`config.mk`:
```
export PLATFORM = sky130hd
export DESIGN_NAME = seq_tx_flat
export DESIGN_NICKNAME = d
export VERILOG_FILES = /design/src/rtl/seq_pkg.sv /design/src/rtl/seq_tx_if.sv /design/src/rtl/seq_piso.sv /design/src/rtl/seq_tx.sv /design/src/flat_wrapper.sv
export SDC_FILE = /design/constraint.sdc
export NUM_CORES = 1
export LEC_CHECK = 0
export CAP_MARGIN = 20
export CORE_MARGIN = 2
export CORE_UTILIZATION = 35
export CTS_BUF_LIST = sky130_fd_sc_hd__clkbuf_8
export DETAILED_ROUTE_END_ITERATION = 7
export GPL_ROUTABILITY_DRIVEN = 0
export PLACE_DENSITY_LB_ADDON = 0.15
export REMOVE_ABC_BUFFERS = 1
export SETUP_SLACK_MARGIN = 0.02
export SYNTH_ARGS = -nofsm -noshare
export SYNTH_HDL_FRONTEND = slang
export SYNTH_HIERARCHICAL = 1
export SYNTH_SLANG_ARGS = --single-unit
```
`constraint.sdc`:
```
create_clock -name clock -period 3.4 [get_ports clock]
set_clock_uncertainty 0.2 [all_clocks]
set_input_delay 1.02 -clock clock [delete_from_list [all_inputs] [get_ports clock]]
set_output_delay 1.02 -clock clock [all_outputs]
set_load 0.01 [all_outputs]
```
`src/rtl/seq_pkg.sv`:
```
// Shared definitions for the serial sequence link (transmitter and detector side).
package seq_pkg;

  typedef enum logic [1:0] {IDLE, PRE, DATA, GAP} state_t;

  localparam logic [3:0] PREAMBLE = 4'b1101;
  localparam int         PRE_LEN  = 4;

  // Bit counter width: enough to hold the longest phase length minus one.
  function automatic int cnt_width(input int data_w, input int gap_len);
    int m;
    m = (data_w > gap_len) ? data_w : gap_len;
    if (m < PRE_LEN) m = PRE_LEN;
    return $clog2(m);
  endfunction

endpackage

```
`src/rtl/seq_tx_if.sv`:
```
// Producer-side handshake plus serial line outputs of seq_tx.
interface seq_tx_if #(parameter int DATA_W = 8);

  logic [DATA_W-1:0] data_in;
  logic              data_valid;
  logic              data_ready;
  logic              bit_out;
  logic              bit_valid;
  logic              busy;
  logic              frame_done;

  modport master (
    output data_in, data_valid,
    input  data_ready, bit_out, bit_valid, busy, frame_done
  );

  modport slave (
    input  data_in, data_valid,
    output data_ready, bit_out, bit_valid, busy, frame_done
  );

endinterface

```
`src/rtl/seq_piso.sv`:
```
// Parallel-load, MSB-first shift register; load has priority over shift.
module seq_piso #(
  parameter int WIDTH = 8
) (
  input  logic             clock,
  input  logic             reset,
  input  logic             load,
  input  logic             shift,
  input  logic [WIDTH-1:0] din,
  output logic             sout
);

  logic [WIDTH-1:0] sreg;

  always_ff @(posedge clock or negedge reset) begin
    if (!reset)     sreg <= '0;
    else if (load)  sreg <= din;
    else if (shift) sreg <= sreg << 1;
  end

  assign sout = sreg[WIDTH-1];

endmodule

```
`src/rtl/seq_tx.sv`:
```
// Serial sequence transmitter: 1101 preamble (when PREAMBLE_EN is defined) then
// DATA_W payload bits MSB-first, then GAP idle-low cycles.
//
// state | meaning
// IDLE  | waiting for a word, data_ready high, line low
// PRE   | emitting the preamble bits
// DATA  | emitting payload bits MSB-first
// GAP   | line low for GAP cycles before returning to IDLE
module seq_tx #(
  parameter int DATA_W = 8,
  parameter int GAP    = 1
) (
  input  logic     clock,
  input  logic     reset,
  seq_tx_if.slave  bus
);
  import seq_pkg::*;

  localparam int CNT_W = cnt_width(DATA_W, GAP);

  state_t             state;
  logic [CNT_W-1:0]   cnt;
  logic               bit_q;
  logic               valid_q;
  logic               done_q;
  logic               sout;
  logic               load;
  logic               shift;
  logic [DATA_W-1:0]  load_val;

  assign load = (state == IDLE) && bus.data_valid;

`ifdef PREAMBLE_EN
  assign load_val = bus.data_in;
  assign shift    = ((state == PRE) && (cnt == '0)) || ((state == DATA) && (cnt != '0));
`else
  // The first payload bit leaves straight from data_in on the accept edge.
  assign load_val = bus.data_in << 1;
  assign shift    = (state == DATA) && (cnt != '0);
`endif

  seq_piso #(.WIDTH(DATA_W)) u_piso (
    .clock (clock),
    .reset (reset),
    .load  (load),
    .shift (shift),
    .din   (load_val),
    .sout  (sout)
  );

  always_ff @(posedge clock or negedge reset) begin
    if (!reset) begin
      state   <= IDLE;
      cnt     <= '0;
      bit_q   <= 1'b0;
      valid_q <= 1'b0;
      done_q  <= 1'b0;
    end else begin
      done_q <= 1'b0;
      case (state)
        IDLE: begin
          bit_q   <= 1'b0;
          valid_q <= 1'b0;
          if (bus.data_valid) begin
            valid_q <= 1'b1;
`ifdef PREAMBLE_EN
            state   <= PRE;
            cnt     <= CNT_W'(PRE_LEN - 1);
            bit_q   <= PREAMBLE[PRE_LEN-1];
`else
            state   <= DATA;
            cnt     <= CNT_W'(DATA_W - 1);
            bit_q   <= bus.data_in[DATA_W-1];
            done_q  <= (DATA_W == 1);
`endif
          end
        end
        PRE: begin
          if (cnt != '0) begin
            cnt   <= cnt - 1'b1;
            bit_q <= PREAMBLE[cnt[1:0] - 2'd1];
          end else begin
            state  <= DATA;
            cnt    <= CNT_W'(DATA_W - 1);
            bit_q  <= sout;
            done_q <= (DATA_W == 1);
          end
        end
        DATA: begin
          if (cnt != '0) begin
            cnt    <= cnt - 1'b1;
            bit_q  <= sout;
            done_q <= (cnt == CNT_W'(1));
          end else begin
            bit_q   <= 1'b0;
            valid_q <= 1'b0;
            if (GAP > 0) begin
              state <= seq_pkg::GAP;
              cnt   <= CNT_W'(GAP - 1);
            end else begin
              state <= IDLE;
            end
          end
        end
        seq_pkg::GAP: begin
          if (cnt != '0) cnt   <= cnt - 1'b1;
          else           state <= IDLE;
        end
        default: state <= IDLE;
      endcase
    end
  end

  assign bus.data_ready = (state == IDLE);
  assign bus.busy       = (state != IDLE);
  assign bus.bit_out    = bit_q;
  assign bus.bit_valid  = valid_q;
  assign bus.frame_done = done_q;

endmodule

```
`src/flat_wrapper.sv`:
```
// flat-port wrapper written by rule: the top's interface ports become plain ports
module seq_tx_flat import seq_pkg::*;
#(
  parameter int DATA_W = 8,
  parameter int GAP    = 1
)
  (clock, reset, bus_data_in, bus_data_valid, bus_data_ready, bus_bit_out, bus_bit_valid, bus_busy, bus_frame_done);
  seq_tx_if #(.DATA_W(DATA_W)) bus_i ();
  input  logic clock;
  input  logic reset;
  input wire logic [$bits(bus_i.data_in)-1:0] bus_data_in;
  input wire logic [$bits(bus_i.data_valid)-1:0] bus_data_valid;
  output wire logic [$bits(bus_i.data_ready)-1:0] bus_data_ready;
  output wire logic [$bits(bus_i.bit_out)-1:0] bus_bit_out;
  output wire logic [$bits(bus_i.bit_valid)-1:0] bus_bit_valid;
  output wire logic [$bits(bus_i.busy)-1:0] bus_busy;
  output wire logic [$bits(bus_i.frame_done)-1:0] bus_frame_done;
  assign bus_i.data_in = bus_data_in;
  assign bus_i.data_valid = bus_data_valid;
  assign bus_data_ready = bus_i.data_ready;
  assign bus_bit_out = bus_i.bit_out;
  assign bus_bit_valid = bus_i.bit_valid;
  assign bus_busy = bus_i.busy;
  assign bus_frame_done = bus_i.frame_done;
  seq_tx #(.DATA_W(DATA_W), .GAP(GAP)) u_core (.clock(clock), .reset(reset), .bus(bus_i));
endmodule
```
# Word-level counts from Yosys, hierarchy flattened
# Cells that the tools add are included.
classes:
  add_sub_neg: 2
  n_mul: 0
  div_mod_pow: 0
  order_cmp: 1
  eq_ne: 9
  shift: 0
  muxes: 23
  n_bitwise: 0
  reduce_logical: 11
op_table:
  columns: ["cell", "n"]
  rows:
  - ["2-to-1 mux 8 bit", 2]
  - ["2-to-1 mux 3 bit", 4]
  - ["case mux 3 bit (4 select lines)", 1]
  - ["2-to-1 mux 1 bit", 8]
  - ["2-to-1 mux 2 bit", 4]
  - ["!= test 2 bit, second input constant", 4]
  - ["case mux 2 bit (4 select lines)", 1]
  - ["nonzero test 2 bit", 3]
  - ["nonzero test 3 bit", 2]
  - ["== test 2 bit, second input constant", 2]
  - ["AND reduction 2 bit", 2]
  - ["AND reduction 4 bit", 1]
  - ["== test 3 x 1 -> 1 bit, second input constant", 1]
  - ["< comparator 2 x 3 -> 1 bit, second input constant", 1]
  - ["case mux 1 bit (3 select lines)", 1]
  - ["subtractor 3 x 1 -> 3 bit, second input constant", 1]
  - ["binary-select mux 1 bit (select 2 bit)", 1]
  - ["== test 2 x 1 -> 1 bit, second input constant", 1]
  - ["logical AND 1 bit", 2]
  - ["logical NOT 2 bit", 1]
  - ["!= test 2 x 1 -> 1 bit, second input constant", 1]
  - ["case mux 1 bit (2 select lines)", 1]
  - ["subtractor 2 x 1 -> 2 bit, second input constant", 1]
word_totals:
  regBits: 16
  latch_bits: 0
  ramBits: 0
  mem_bits_ro: 0
  in_bits: 11
  output_inout_bits: 5
  wordCells: 52
  memories: 0

# Longest topological paths before layout
# Gate-level depths: netlist of run 1.
depth:
  ltp_word: 5
  mapped_depth: 7
  mapped_depth_nobuf: 6

# By module
# The synthesis of run 1 kept the hierarchy.
modules_own_cells:
  columns: ["mod", "n_inst", "cells_per_inst", "area_each_um2", "seq_area_each_um2"]
  rows:
  - ["seq_tx", 1, 64, 585.6, 200.2]
  - ["seq_piso", 1, 34, 369.1, 200.2]

# Worst setup path after synthesis of run 1
# No wires, ideal clock.
synth_timing:
  kind: "register to output"
  start: "register u_core.state[0]"
  end: "output port bus_busy"
  t_arrival_ns: 0.819
  t_required_ns: 2.180
  path_slack_ns: 1.361
  path_stages_with_launch: 4
  n_path_buf: 0
  path_cell_list: "dfrtp_1 > inv_1 > ha_1 > inv_1"
synth_between:
  elab_chain_len: 1
synth_lines:
  columns: ["item", "line", "rtl"]
  rows:
  - ["from (decl)", "seq_tx.sv:21", "state_t state;"]
  - ["from (signal assigned)", "seq_tx.sv:98", "state <= seq_pkg::GAP;"]
  - ["nonzero test 2 bit", "seq_tx.sv:115", "assign bus.busy = (state != IDLE);"]
  - ["to (decl)", "flat_wrapper.sv:16", "output wire logic [$bits(bus_i.busy)-1:0] bus_busy;"]
# Every way passes these cells.

# Final worst setup path of run 1
# Ends and elaborated chain as after synthesis.

==> out/summary.txt, run 1 <==
===============================================================================================
Result of the run                                                                     completed
Worst reg2reg startpoint                                                           u_core/cnt[0]$_DFFE_PN0P_
Capturing element type of the critical path                                        primary output
Net switching fraction of the power                                                       0.388
Share of synthesized cell area in and, or, nand and nor gates                             0.153
Synthesized-area fraction occupied by ao, oa, aoi and oai cells                           0.185
Number of ports placed on the die boundary                                                   16
Synthesis warning total                                                                       6
Number of distinct library cells after synthesis                                             27
Hold Crit Class                                                                    flop to flop
Worst slew margin                                                                         0.500
Critical path fanouts, max                                                                    4
Startpoint class of the critical path                                                      flop
Hold Path Sink                                                                     u_core/u_piso/sreg[6]$_DFFE_PN0P_
P&R area growth vs syn                                                                    21.2%
Number of flops mapped to enable cells by yosys                                               0
# H-tree levels                                                                               1
Critical path arrival                                                                   1.60 ns
Flop and latch count out of synthesis                                                        16
Routed Wire Length                                                                      1830 um
Via count normalized by instance count                                                     5.15
Capturing point of the worst reg2reg path                                          u_core/cnt[0]$_DFFE_PN0P_
Buffers inserted during post-CTS setup optimization                                           0
DR WL/cell                                                                              12.8 um
CTS tree                                                                                    yes
Min Tclk post-route                                                                     2.82 ns
Most common cell after layout, fill and taps aside                                      dfrtp_1
Most frequent cells in the layout                                                  dfrtp_1, clkdlybuf4s50_1, a21oi_1
Max Transition Viols Final                                                                    0
Critical path required time                                                             2.18 ns
Predominant post-synthesis flop cell                                                    dfrtp_1
Placeable core region                                                               0.00252 mm2
Post-detailed-route count of antenna-violating nets                                           0
Worst Tran Pin Value                                                                   0.748 ns
Synth async-reset ratio                                                                    1.00
Maxcap violations                                                                             0
Power density over cell area                                                         867 mW/mm2
Buffer levels on the longest clock path                                                       2
Sequential group share of total power                                                     0.329
Achievable frequency                                                                  0.354 GHz
Count of inserted antenna diode cells                                                         0
Relative contribution of the clock network to total power                                 0.136
Count of unresolved DRC violations after routing                                              0
Initial cell density of the core                                                          0.378
Register-to-register setup slack                                                        1.32 ns
Sinks on the clock net                                                                       16
Total of buffers placed on input and output ports                                            15
Largest family of logic cells by synthesized area                                  compound AO/OA/AOI/OAI gates
Placement row count                                                                          18
Largest net degree at the start of global routing                                            18
Final layout net count                                                                      135
Final-layout setup total negative slack                                                    0 ns
Initial detailed-routing violation count                                                     20
Cell Area, Synth                                                                        955 um2
Internal power component                                                             0.000615 W
Post-Synth XOR/XNOR Area                                                                      0
1st-pass router iterations                                                                    4
Part of the cycle the worst path needs                                                    0.830
Depth of the most critical reg-to-reg path                                                    6
Clock buffers created by TritonCTS                                                            3
Maximum resistive drop on vdd                                                          0.418 mV
Number of failing hold endpoints at the final stage                                           0
Area share of fa/ha/maj cells after synthesis                                             0.118
Instance count of the mapped netlist                                                         98
Cell chosen for the clock root                                                         clkbuf_8
Wire length of the first global-routing pass                                            3100 um
Post-Place Cell Area                                                                0.00112 mm2
Per-instance average area after synthesis                                              9.74 um2
Setup violation total in the final timing report                                              0
Number of resized instances in the post-cts repair step                                       0
Aggregate global routing overflow                                                             0
Latest clock arrival within the worst-skew pair                                         0.24 ns
Die Area                                                                            0.00316 mm2
Design Power                                                                          0.00100 W
Layout cell share with drive strength beyond 1                                           0.0619
Antenna violations before repair                                                              0
Power share of the combinational group                                                    0.536
Clock input transition at the sequential cells of the worst setup and hold paths        0.06 ns
LEAKAGE                                                                                0.521 nW
Final design utilization                                                                  0.459
Total vias in the final route                                                               736
Chip Height                                                                             56.2 um
Hold Crit Start                                                                    u_core/u_piso/sreg[5]$_DFFE_PN0P_
Hold bufs inserted after CTS                                                                  0
Number of global-route vias before repair                                                   694
Net Sw Power                                                                         0.000389 W
RSZ-0062 raised after global routing                                                      false
Width of the die                                                                        56.2 um
Area of all placed cells without fillers                                            0.00116 mm2
Share of synthesized area spent on multiplexers                                          0.0734
Type of the worst setup path                                                       flop to primary output
Placed wire-length estimate                                                             1350 um
Sequential fraction of the synthesis area                                                 0.419
Global-route usage over all layers                                                        0.123
Number of cells on the worst hold path                                                        2
===============================================================================================
[layout make-up]
class	count	area [um2]
fill	244	1370
tap	30	37.5
timing repair buffer	15	150
inverter	5	18.8
clock buffer	3	41.3
multi-input combinational	74	509
sequential	16	400
[cells by family (layout without fill, tap and decap cells)]
group           count (synthesis)  count (layout)
buf+inv                         8              23
other cells                     1               1
mux                             7               7
fa+ha+maj                       9               9
flops                          16              16
compound gates                 29              29
simple gates                   28              28
[sequential cells by signal, indices dropped and copies added (netlist names)]
signal                 flops
u_core/cnt                 3
u_core/bus.frame_done      1
u_core/bus.bit_out         1
u_core/state               2
u_core/bus.bit_valid       1
u_core/u_piso/sreg         8
[critical path: stages (launching register included)]
cell             delay (ns)
dfrtp_1                0.40
inv_1                  0.11
ha_1                   0.25
inv_1                  0.08
clkdlybuf4s50_1        0.53
[per-stage QoR]
step	worst slack [ns]	std cells	hold slack, ns
final	0.578	143	0.345
after global routing	0.466	143	0.388
after detailed placement	0.833	140	0.342
after global placement	0.866	140	0.333
after floorplan	1.36	95	0.300
after CTS	0.559	143	0.355
[synthesized netlist by cell type (all sizes together), types with 2 or more instances]
master,count,share of area
dfrtp,16,0.42
a21oi,11,0.058
o21ai,10,0.052
ha,9,0.12
nand2,9,0.035
nor2,8,0.031
mux2i,7,0.073
inv,5,0.020
nand2b,4,0.034
and2,2,0.016
buf,2,0.024
nor2b,2,0.013
o32a,2,0.021
[power by group through the flow]
stage	clock network, W	logic [W]	registers (W)
3_3_place_gp	0	0.000539	0.000331
5_1_grt	0.000153	0.000605	0.000342
3_5_place_dp	0	0.000540	0.000333
6_report	0.000136	0.000538	0.000330
2_1_floorplan	0	0.000402	0.000323
4_1_cts	0.000146	0.000544	0.000330
[layer usage]
metal  up-vias  global-route usage  share of wire
li1        370                   -              -
met1       352               0.148           0.46
met2        12               0.208           0.50
met3         2              0.0419          0.033
met4         0              0.0306         0.0055
met5         -                   0              0
[how the worst max path moves through the flow]
| stage | start | endpoint | slack [ns] | depth (start not counted) |
|---|---|---|---|---|
| floorplan | u_core/state[0]$_DFFE_PN0P_ | bus_busy | 1.36 | 3 |
| global placement | u_core/state[0]$_DFFE_PN0P_ | bus_busy | 0.87 | 4 |
| detailed placement | u_core/state[0]$_DFFE_PN0P_ | bus_busy | 0.83 | 4 |
| CTS | u_core/state[0]$_DFFE_PN0P_ | bus_busy | 0.56 | 4 |
| global route | u_core/state[0]$_DFFE_PN0P_ | bus_busy | 0.47 | 4 |
| finish | u_core/state[0]$_DFFE_PN0P_ | bus_busy | 0.58 | 4 |
Note: power is estimated with default switching activity, not from simulation.
==> run 2: changes to the inputs <==
clock period = 2.9 ns   (was 3.4 ns; I/O delays follow)
==> run 2 against run 1 <==
  * Worst hold slack improved by 0.011 ns
  * First-iteration DRC count decreased by 40%
  * Critical path type unchanged
  * Total power increased by 18%
  * Combinational power increased by 17%
  * Global-route usage increased by 0.25 points
  * Final cell count increased by 0.70%
  * Sequential power increased by 17%
  * Critical endpoint unchanged
  * Non-clock buffer count increased by 1
==> out/summary.txt, run 2 (same netlist as run 1, synthesis figures left out) <==
===============================================================================================
Worst Tran Pin Value                                                                   0.520 ns
Via count normalized by instance count                                                     5.14
Layout cell share with drive strength beyond 1                                           0.0702
Sequential group share of total power                                                     0.327
Uppermost layer routed                                                                     met4
Hold Crit Start                                                                    u_core/u_piso/sreg[3]$_DFFE_PN0P_
Routed Wire Length                                                                      1780 um
Power share of the combinational group                                                    0.535
Hold bufs inserted after CTS                                                                  0
Maximum resistive drop on vdd                                                          0.513 mV
1st-pass router iterations                                                                    4
Number of global-route vias before repair                                                   682
Launch point of the critical path                                                  u_core/state[0]$_DFFE_PN0P_
Aggregate global routing overflow                                                             0
Antenna violations before repair                                                              0
Part of the cycle the worst path needs                                                    0.916
Largest net degree at the start of global routing                                            18
Footprint of the multi-input gates                                                      509 um2
Buffer levels on the longest clock path                                                       2
Critical path required time                                                             1.83 ns
Post-Place Cell Area                                                                0.00112 mm2
Net switching fraction of the power                                                       0.389
CTS tree                                                                                    yes
Cell chosen for the clock root                                                         clkbuf_8
Critical path fanouts, max                                                                    4
Critical path arrival                                                                   1.59 ns
Placed wire-length estimate                                                             1300 um
# H-tree levels                                                                               1
Detail Route met3 WL                                                                      77 um
Hold Crit Class                                                                    flop to flop
P&R area growth vs syn                                                                    22.0%
Initial cell density of the core                                                          0.378
Buffers inserted during post-CTS setup optimization                                           0
Most frequent cells in the layout                                                  dfrtp_1, clkdlybuf4s50_1, a21oi_1
Placement-stage worst setup slack                                                      0.464 ns
CP max-delay cell                                                                  clkdlybuf4s50_1
Worst reg2reg startpoint                                                           u_core/cnt[0]$_DFFE_PN0P_
Cell occurring most often along the worst timing path                                     inv_1
Initial detailed-routing violation count                                                     12
Placeable core region                                                               0.00252 mm2
Post-detailed-route count of antenna-violating nets                                           0
Crit-path leading delay family                                                     buffers and inverters
Wire length of the first global-routing pass                                            3120 um
Number of ports placed on the die boundary                                                   16
Final design utilization                                                                  0.462
LEAKAGE                                                                                0.526 nW
Internal power component                                                             0.000721 W
Tightest hold margin                                                                   0.355 ns
Area of all placed cells without fillers                                            0.00116 mm2
Max reg flops                                                                                 8
FF/Latch Area                                                                           400 um2
Max Transition Viols Final                                                                    0
Sinks on the clock net                                                                       16
Chip Height                                                                             56.2 um
Number of failing hold endpoints at the final stage                                           0
Count of inserted antenna diode cells                                                         0
Die Area                                                                            0.00316 mm2
Registers with the highest flip-flop counts                                        u_core/u_piso/sreg x8, u_core/cnt x3, u_core/state x2
Min Tclk post-route                                                                     2.66 ns
Cells traversed along the worst timing path                                        inv_1, ha_1, inv_1, clkdlybuf4s50_1
Worst-case setup margin in the final layout                                            0.244 ns
Relative contribution of the clock network to total power                                 0.139
Final-layout setup total negative slack                                                    0 ns
Number of filler cells placed in the layout                                                 259
Most common cell after layout, fill and taps aside                                      dfrtp_1
Register with the most flip-flops                                                  u_core/u_piso/sreg
Total of buffers placed on input and output ports                                            15
Sum of met2 wire segment lengths after detailed routing                                  796 um
Worst slew margin                                                                         0.653
Count of unresolved DRC violations after routing                                              0
Buf+Inv Stages, Crit Path                                                                     3
Achievable frequency                                                                  0.377 GHz
Width of the die                                                                        56.2 um
Max incr delay on CP                                                                    0.53 ns
Capturing element type of the critical path                                        primary output
Clock buffers created by TritonCTS                                                            3
Result of the run                                                                     completed
Routed met1 length                                                                       868 um
Type of the worst setup path                                                       flop to primary output
Clock input transition at the sequential cells of the worst setup and hold paths        0.06 ns
Final layout net count                                                                      136
DR WL/cell                                                                              12.3 um
Power density over cell area                                                        1010 mW/mm2
Placement row count                                                                          18
Total vias in the final route                                                               740
Global-route usage over all layers                                                        0.125
Maxcap violations                                                                             0
Number of resized instances in the post-cts repair step                                       0
Latest clock arrival within the worst-skew pair                                         0.24 ns
Startpoint class of the critical path                                                      flop
Setup violation total in the final timing report                                              0
RSZ-0062 raised after global routing                                                      false
Net Sw Power                                                                         0.000459 W
===============================================================================================
run 2: cell count changes in the layout (fill, tap and decap cells not counted), sizes merged:
cell | before | now
buf | 0 | 1
run 2: layout make-up:
cell class / instances / share of cell area
Timing Repair Buffer: 16 / 0.135
Sequential cell: 16 / 0.344
Inverter: 5 / 0.0161
Tap cell: 30 / 0.0322
Multi-Input combinational cell: 74 / 0.437
Clock buffer: 3 / 0.0354
run 2: stage by stage:
step,cells,total power [W]
after detailed placement,141,0.00102
after global placement,141,0.00102
after floorplan,95,0.000851
final,144,0.00118
after CTS,144,0.00119
after global routing,144,0.00130
run 2: per-layer routing:
metal / vias up / track usage
met5: - / 0
met4: 0 / 0.0612
met3: 4 / 0.0233
met2: 22 / 0.182
met1: 340 / 0.177
li1: 374 / -
run 2: final timing paths:
path / end / slack, ns / cells after the start
max: bus_busy / 0.24 / 4
min: u_core/u_piso/sreg[3]$_DFFE_PN0P_ / 0.36 / 2
max reg2reg: u_core/cnt[0]$_DFFE_PN0P_ / 0.83 / 6
min reg2reg: u_core/u_piso/sreg[3]$_DFFE_PN0P_ / 0.36 / 2
max in group asynchronous: u_core/bus.frame_done$_DFF_PN0_ / 1.57 / 2
min in group asynchronous: u_core/bus.bit_valid$_DFFE_PN0P_ / 0.74 / 2
run 2: worst reg2reg max path, delay by kind of cell, from the launching register on:
kind	cells	cell delay (ns)
flip-flops	1	0.40
adder cells (fa/ha/maj)	1	0.29
AND/OR/NAND/NOR	2	0.34
AO/OA/AOI/OAI	2	0.59
buffers and inverters	1	0.14
run 2: power groups by stage:
stage                     combinational (W)  sequential (W)  clock [W]
final                              0.000631        0.000385   0.000164
after global routing               0.000719        0.000400   0.000177
after CTS                          0.000635        0.000386   0.000171
after detailed placement           0.000628        0.000390          0
after global placement             0.000632        0.000387          0
after floorplan                    0.000472        0.000379          0
